--- config.mk ---
export PLATFORM = sky130hd
export DESIGN_NAME = regfile_wb_arbiter
export DESIGN_NICKNAME = d
export VERILOG_FILES = /design/src/rtl/regfile_wb_arbiter_pkg.sv /design/src/rtl/regfile_wb_arbiter_rr_arb2.sv /design/src/rtl/regfile_wb_arbiter.sv
export SDC_FILE = /design/constraint.sdc
export NUM_CORES = 1
export LEC_CHECK = 0
export ABC_AREA = 1
export CAP_MARGIN = 20
export CORE_ASPECT_RATIO = 0.5
export CORE_MARGIN = 4
export CORE_UTILIZATION = 28
export CTS_CLUSTER_DIAMETER = 120
export CTS_CLUSTER_SIZE = 10
export DETAILED_ROUTE_END_ITERATION = 10
export GPL_TIMING_DRIVEN = 0
export HOLD_SLACK_MARGIN = 0.06
export PLACE_DENSITY = 0.71
export SYNTH_ARGS = -nofsm -noshare
export SYNTH_HDL_FRONTEND = slang
export SYNTH_SLANG_ARGS = --single-unit
--- constraint.sdc ---
create_clock -name clock -period 1.65 [get_ports clock]
set_clock_uncertainty 0.1 [all_clocks]
set_input_delay 0.33 -clock clock [delete_from_list [all_inputs] [get_ports clock]]
set_output_delay 0.33 -clock clock [all_outputs]
set_load 0.02 [all_outputs]
--- src/rtl/regfile_wb_arbiter_pkg.sv ---
// Shared core constants for register-file write-back: data width,
// register-index width and the hard-wired zero register.
package regfile_wb_arbiter_pkg;
  localparam int CORE_XLEN = 32;
  localparam int REG_AW    = 5;

  typedef logic [REG_AW-1:0] reg_idx_t;

  localparam reg_idx_t REG_X0 = '0;
endpackage

--- src/rtl/regfile_wb_arbiter_rr_arb2.sv ---
// Two-way round-robin grant: a lone requester always wins; under contention
// the pointer picks the winner (0 = requester 0, 1 = requester 1).
module rr_arb2 (
  input  logic v0,
  input  logic v1,
  input  logic ptr,
  output logic g0,
  output logic g1
);
  assign g0 = v0 & (~v1 | ~ptr);
  assign g1 = v1 & (~v0 |  ptr);
endmodule

--- src/rtl/regfile_wb_arbiter.sv ---
// Merges ALU and LSU write-back requests onto the single register-file
// write port, one per cycle, with round-robin fairness and a stall counter.
module regfile_wb_arbiter
  import regfile_wb_arbiter_pkg::*;
#(
  parameter int XLEN  = CORE_XLEN,
  parameter int CNT_W = 16
) (
  input  logic             clock,
  input  logic             reset,
  input  logic             req0_valid,
  input  reg_idx_t         req0_rd,
  input  logic [XLEN-1:0]  req0_data,
  output logic             req0_ready,
  input  logic             req1_valid,
  input  reg_idx_t         req1_rd,
  input  logic [XLEN-1:0]  req1_data,
  output logic             req1_ready,
  output logic             regwrite,
  output reg_idx_t         write_reg,
  output logic [XLEN-1:0]  write_data,
  output logic [CNT_W-1:0] stall_cnt
);
  localparam logic [CNT_W-1:0] CNT_MAX = '1;

  logic            rr_ptr;
  logic            g0, g1;
  logic            fire0, fire1, xfer, contend;
  reg_idx_t        sel_rd;
  logic [XLEN-1:0] sel_data;

  rr_arb2 u_arb (
    .v0  (req0_valid),
    .v1  (req1_valid),
    .ptr (rr_ptr),
    .g0  (g0),
    .g1  (g1)
  );

  // Gating with reset keeps ready low while the block is held in reset.
  assign req0_ready = g0 & reset;
  assign req1_ready = g1 & reset;
  assign fire0      = req0_valid & req0_ready;
  assign fire1      = req1_valid & req1_ready;
  assign xfer       = fire0 | fire1;
  assign contend    = req0_valid & req1_valid;
  assign sel_rd     = fire1 ? req1_rd   : req0_rd;
  assign sel_data   = fire1 ? req1_data : req0_data;

  always_ff @(posedge clock or negedge reset) begin
    if (!reset) begin
      regwrite   <= 1'b0;
      write_reg  <= REG_X0;
      write_data <= '0;
      rr_ptr     <= 1'b0;
      stall_cnt  <= '0;
    end else begin
      regwrite <= xfer && (sel_rd != REG_X0);
      // x0 writes are consumed but leave the port contents untouched.
      if (xfer && (sel_rd != REG_X0)) begin
        write_reg  <= sel_rd;
        write_data <= sel_data;
      end
      if (xfer)
        rr_ptr <= fire0;
      if (contend && (stall_cnt != CNT_MAX))
        stall_cnt <= stall_cnt + 1'b1;
    end
  end
endmodule

# After elaboration in Yosys (flattened, before gate mapping)
# Index checks and enable logic that the tools add are counted.
dict set report totals {
  reg_bits 55
  in_bits 78
  output_inout_bits 56
}
dict set report op_classes {
  n_addsub 1
  eq_ne 1
  n_mux 2
  bitwise 13
  n_reduce_logical 3
}
# cell n
set ops {}
lappend ops {{$mux 32} 1}
lappend ops {{$add 16x1->16 const B} 1}
lappend ops {{$ne 16x16->1 const B} 1}
lappend ops {{$and 1x1->1} 7}
lappend ops {{$mux 5} 1}
lappend ops {{$reduce_bool 5->1} 1}
lappend ops {{$not 1->1} 3}
lappend ops {{$or 1x1->1} 3}
lappend ops {{$logic_and 1x1->1} 2}

# Depth between registers and ports, before layout
dict set report logic_depth {
  ltp_word 8
  depth_mapped 12
  depth_no_buf 10
}

# Modules after synthesis
# A second synthesis with hierarchy kept.
dict set report unflattened {
  cells_unflattened 440
  area_unflattened_um2 3078.0
}
# mod n_inst cells_per_inst area_per_inst_um2 seq_area_each_um2
set by_module_without_submodules {}
lappend by_module_without_submodules {regfile_wb_arbiter 1 435 3057.9 1376.3}
lappend by_module_without_submodules {rr_arb2 1 5 20.0 0.0}

# Worst setup path before layout
# No wires, ideal clock.
dict set report synth_timing {
  path_type {flip-flop to flip-flop}
  from {register stall_cnt[0]}
  to {register stall_cnt[2]}
  setup_ps 123
  t_arrival_ps 1678
  path_slack_ps -251
  path_stages_with_launch 10
  period_less_slack_ps 1901
  cell_sequence {dfrtp_1 > ha_1 > nand3_1 > nor3_2 > nand3_1 > nand2_2 > inv_2 > buf_2 > nand3_1 > nand2_1}
}
dict set report synth_via {
  elab_chain_cells 2
  elab_cells_between_ends 3
  classes_between {add/sub: 1; eq/ne: 1; reduce/logical: 1}
}
# item line_no
set synth_lines {}
lappend synth_lines {{start: declaration} regfile_wb_arbiter.sv:22} ;# output logic [CNT_W-1:0] stall_cnt
lappend synth_lines {{start signal: assignment} regfile_wb_arbiter.sv:67} ;# stall_cnt <= stall_cnt + 1'b1;
lappend synth_lines {{parallel branches: the longest is 2 deep, another holds $add 16x1->16} -}
# Several ways; the timed one is not identified.
# A chain may end at the register's enable or synchronous reset.

# Final worst setup path
dict set report layout_timing {
  from {register rr_ptr}
  to {register write_data[13]}
}
dict set report layout_via {
  elab_chain_cells 7
  elab_cells_between_ends 14
  classes_between {mux: 2; bitwise: 10; reduce/logical: 2}
}
# item line_no
set layout_lines {}
lappend layout_lines {{start: declaration} regfile_wb_arbiter.sv:26} ;# logic rr_ptr;
lappend layout_lines {{start signal: assignment} regfile_wb_arbiter.sv:65} ;# rr_ptr <= fire0;
lappend layout_lines {{$or 1x1->1 or $not 1->1 (tied branches)} {regfile_wb_arbiter_rr_arb2.sv:11, regfile_wb_arbiter_rr_arb2.sv:10}}
lappend layout_lines {{$and 1x1->1 or $or 1x1->1 (tied branches)} {regfile_wb_arbiter_rr_arb2.sv:11, regfile_wb_arbiter_rr_arb2.sv:10}}
lappend layout_lines {{$and 1x1->1, on equally long branches} {regfile_wb_arbiter.sv:42, regfile_wb_arbiter_rr_arb2.sv:10}}
lappend layout_lines {{$and 1x1->1, on equally long branches} {regfile_wb_arbiter.sv:44, regfile_wb_arbiter.sv:41}}
lappend layout_lines {{$mux 5 or $and 1x1->1 (tied branches)} {regfile_wb_arbiter.sv:47, regfile_wb_arbiter.sv:43}}
lappend layout_lines {{$reduce_bool 5->1 or $or 1x1->1 (tied branches)} {regfile_wb_arbiter.sv:60, regfile_wb_arbiter.sv:45}}
lappend layout_lines {{$logic_and 1x1->1} regfile_wb_arbiter.sv:60} ;# if (xfer && (sel_rd != REG_X0)) begin
lappend layout_lines {{end signal: assignment} regfile_wb_arbiter.sv:62} ;# write_data <= sel_data;
lappend layout_lines {{end: declaration} regfile_wb_arbiter.sv:21} ;# output logic [XLEN-1:0] write_data,
# Parallel ways exist; a longest one is shown, timed or not.

==> reports/metrics.yaml <==
drv_cap: 0
synth_seq_cells: 55
hold-worst-slack_ns: 0.2848
vias_per_cell: 4.597
p_leak_nw: 2.877
finalSetupTns_ns: -3.956
largest_reg_flops: 32
finalSetupViolations: 42
diodes: 0
num-nets-final: 689
grt_pass1_vias: 3209
numCtsBuffers: 5
vdd_drop_max_uv: 436.6
rows: 26
drt_wl_total_microns: 10980
netlist_instances: 434
chipHeight_microns: 81.55
grtUsageTotal: 0.1620
drtPass1Iterations: 6
path_max_fanout: 8
overflow: 0
layout_setup_ws_ns: -0.1582
postRouteAntennaNets: 0
coreArea_sq_um: 10380
fp.dieArea_sq_um: 12650
pwr-share-clk: 0.240
post_dp_cell_area_sq_um: 4596
path_class: "reg -> reg"
violations: "negative setup slack"
cts_tree: "yes"
min_path_type: "in -> reg"
crit_chain: "inv_2, nand2_4, nand2_4, buf_8, nand2_2, nand2_2, nand2_2, o21bai_4, buf_6, buf_12, buf_12, nand2_2, nand2_2"
path_delay_family: "buffers and inverters"
initial_core_util: 0.2919
final_area_sq_um: 5609
avgSynthCellArea_sq_um: 6.980
critical_path_required_ns: 1.79
gp_congestion: 0.8182
synth_area_sq_um: 3029
arrival_ns: 1.95
layout-drive-gt1-share: 0.2831
rsz0062_at_grt: "yes"
finalHoldViolations: 0
dp.final_hpwl_microns: 7157
clk_pin_slew_ns: 0.07
min_period_ns: 1.808
max_stage_delay_ns: 0.39
port_buffers: 133
cts_root_buf: "clkbuf_16"
power.density_nw_per_um2: 939.8
die_x_microns: 155.1
maxSlewViolCount: 0
critPathMostFrequentCell: "nand2_2"
grt_pass1_wl_microns: 16440
end_kind: "register"
power.switching_mw: 1.912
instances_no_fill: 751
internal_power_mw: 3.360
drcViolationCount: 0
pin_count: 134
worst_pin_slew_ns: 0.4460
wl_per_cell_microns: 14.62
clock-sinks: 55
ys_warn_count: 0
synthToLayoutAreaGrowth_pct: 85.17
antenna_found_initial: 0
worstSkewPairLatency_ns: 0.30
outcome: "complete, but fails checks"
p_sw_frac: 0.3627
start_kind: "register"
num_vias: 3452
drt-initial-drc-count: 175
relSlewSlack: 0.7004
combPwrFrac: 0.405
placed_cells: 708
total_power_mw: 5.271
syn_nets: 513
seq_area_frac_synth: 0.4544
fin_crit_sh: 1.096
cpMaxStageDelayCell: "dfrtp_1"
synth_cell_types: 26
cp.buffers_inverters: 5
grt_max_degree: 30
htreeDepth: 2
seq_power_share: 0.355
cts_buffer_depth: 2
clock.fmax_mhz: 553.0
[placed cells by master (no fill, tap or decap), types with 8 or more instances in the layout]
| master | instances |
|---|---|
| buf_4 | 22 |
| buf_6 | 12 |
| clkdlybuf4s50_1 | 74 |
| dfrtp_1 | 51 |
| dlygate4sd2_1 | 56 |
| inv_1 | 22 |
| nand2_1 | 177 |
| nand2_2 | 41 |
| nand2_4 | 14 |
| nand3_1 | 27 |
| nand3_2 | 22 |
| nor2_1 | 8 |
[stage by stage]
step	setup slack [ns]	util
2_1_floorplan	-0.07532	-
3_5_place_dp	-1.272	0.4429
6_report	-0.1582	0.5405
3_3_place_gp	-3.219	0.4414
4_1_cts	-0.1524	0.5112
5_1_grt	-0.2565	0.5405
[power groups by stage]
stage	sequential (mW)	combinational, mW	clock (mW)
3_5_place_dp	1.88	1.85	0
5_1_grt	1.92	2.30	1.34
4_1_cts	1.86	1.95	1.29
6_report	1.87	2.13	1.26
3_3_place_gp	1.87	1.81	0
2_1_floorplan	2.19	0.567	0
[final timing paths]
kind | depth (start not counted) | to | slack [ns] | start
max in group asynchronous | 4 | stall_cnt[0] | 0.58 | reset
min in group asynchronous | 3 | write_data[3] | 0.46 | reset
hold / removal | 3 | rr_ptr | 0.28 | reset
hold reg to reg | 2 | write_reg[4] | 0.38 | write_reg[4]
setup / recovery | 13 | write_data[13] | -0.16 | rr_ptr
setup reg to reg | 13 | write_data[13] | -0.16 | rr_ptr
[routing by layer]
metal  share of wire  wire [microns]  vias up  track usage
met5               0               0        -            0
met4           0.016             174        0      0.03877
met3           0.032             351       14      0.02737
met2            0.54            5900       72       0.2987
met1            0.41            4550     1665       0.2010
li1                -               -     1701            -
[kinds of logic (layout without fill, tap and decap cells)]
group                      after synthesis  in the layout  synth area share
adders and majority gates                1              1          0.004130
and+or+nand+nor                        311            311            0.4238
DFF                                     55             55            0.4544
xor gates and xnor gates                 6              6           0.01735
buffers and inverters                   49            226           0.07723
AOI/OAI and AO/OA                       12             12           0.02313
[what timing repair did]
action / CTS / global route
hold buffers: 2 / 0
hold endpoints to repair: 55 / 0
endpoints found under the setup margin: 108 / 55
buffers inserted: 16 / 11
pin swaps: 19 / 24
resized for setup: 158 / 78
gates cloned: 7 / 2
[synth_stat cells, drive strengths merged]
| library cell | instances | area [sq um] |
|---|---|---|
| nand3b | 4 | 30.03 |
| inv | 29 | 108.9 |
| clkbuf | 6 | 22.52 |
| nand4 | 3 | 18.77 |
| nor4 | 1 | 6.260 |
| or2 | 1 | 6.260 |
| buf | 13 | 97.58 |
| xnor2 | 2 | 17.52 |
| nand2 | 232 | 880.8 |
| clkinv | 1 | 5.000 |
| nand3 | 51 | 255.2 |
| nor2 | 11 | 41.29 |
| xor2 | 4 | 35.03 |
| o21ai | 11 | 58.81 |
| o21bai | 1 | 11.26 |
| dfrtp | 55 | 1376 |
| nor3 | 8 | 45.04 |
| ha | 1 | 12.51 |
[tightest hold or removal path, delay by kind of cell]
family                 cells  cell delay (ns)
AOI/OAI and AO/OA          1             0.11
buffers and inverters      1             0.08
and+or+nand+nor            1             0.12
[final cells by class]
class / count / area, sq um
fillers: 946 / 4768
multi-input cells: 330 / 1853
well taps: 140 / 175.2
plain buffers: 19 / 203.9
flip-flops and latches: 55 / 1381
repair buffers: 169 / 1693
clock buffers: 6 / 138.9
clock inverters: 2 / 35.03
inverters: 30 / 128.9
(Power assumes the default switching activity.)
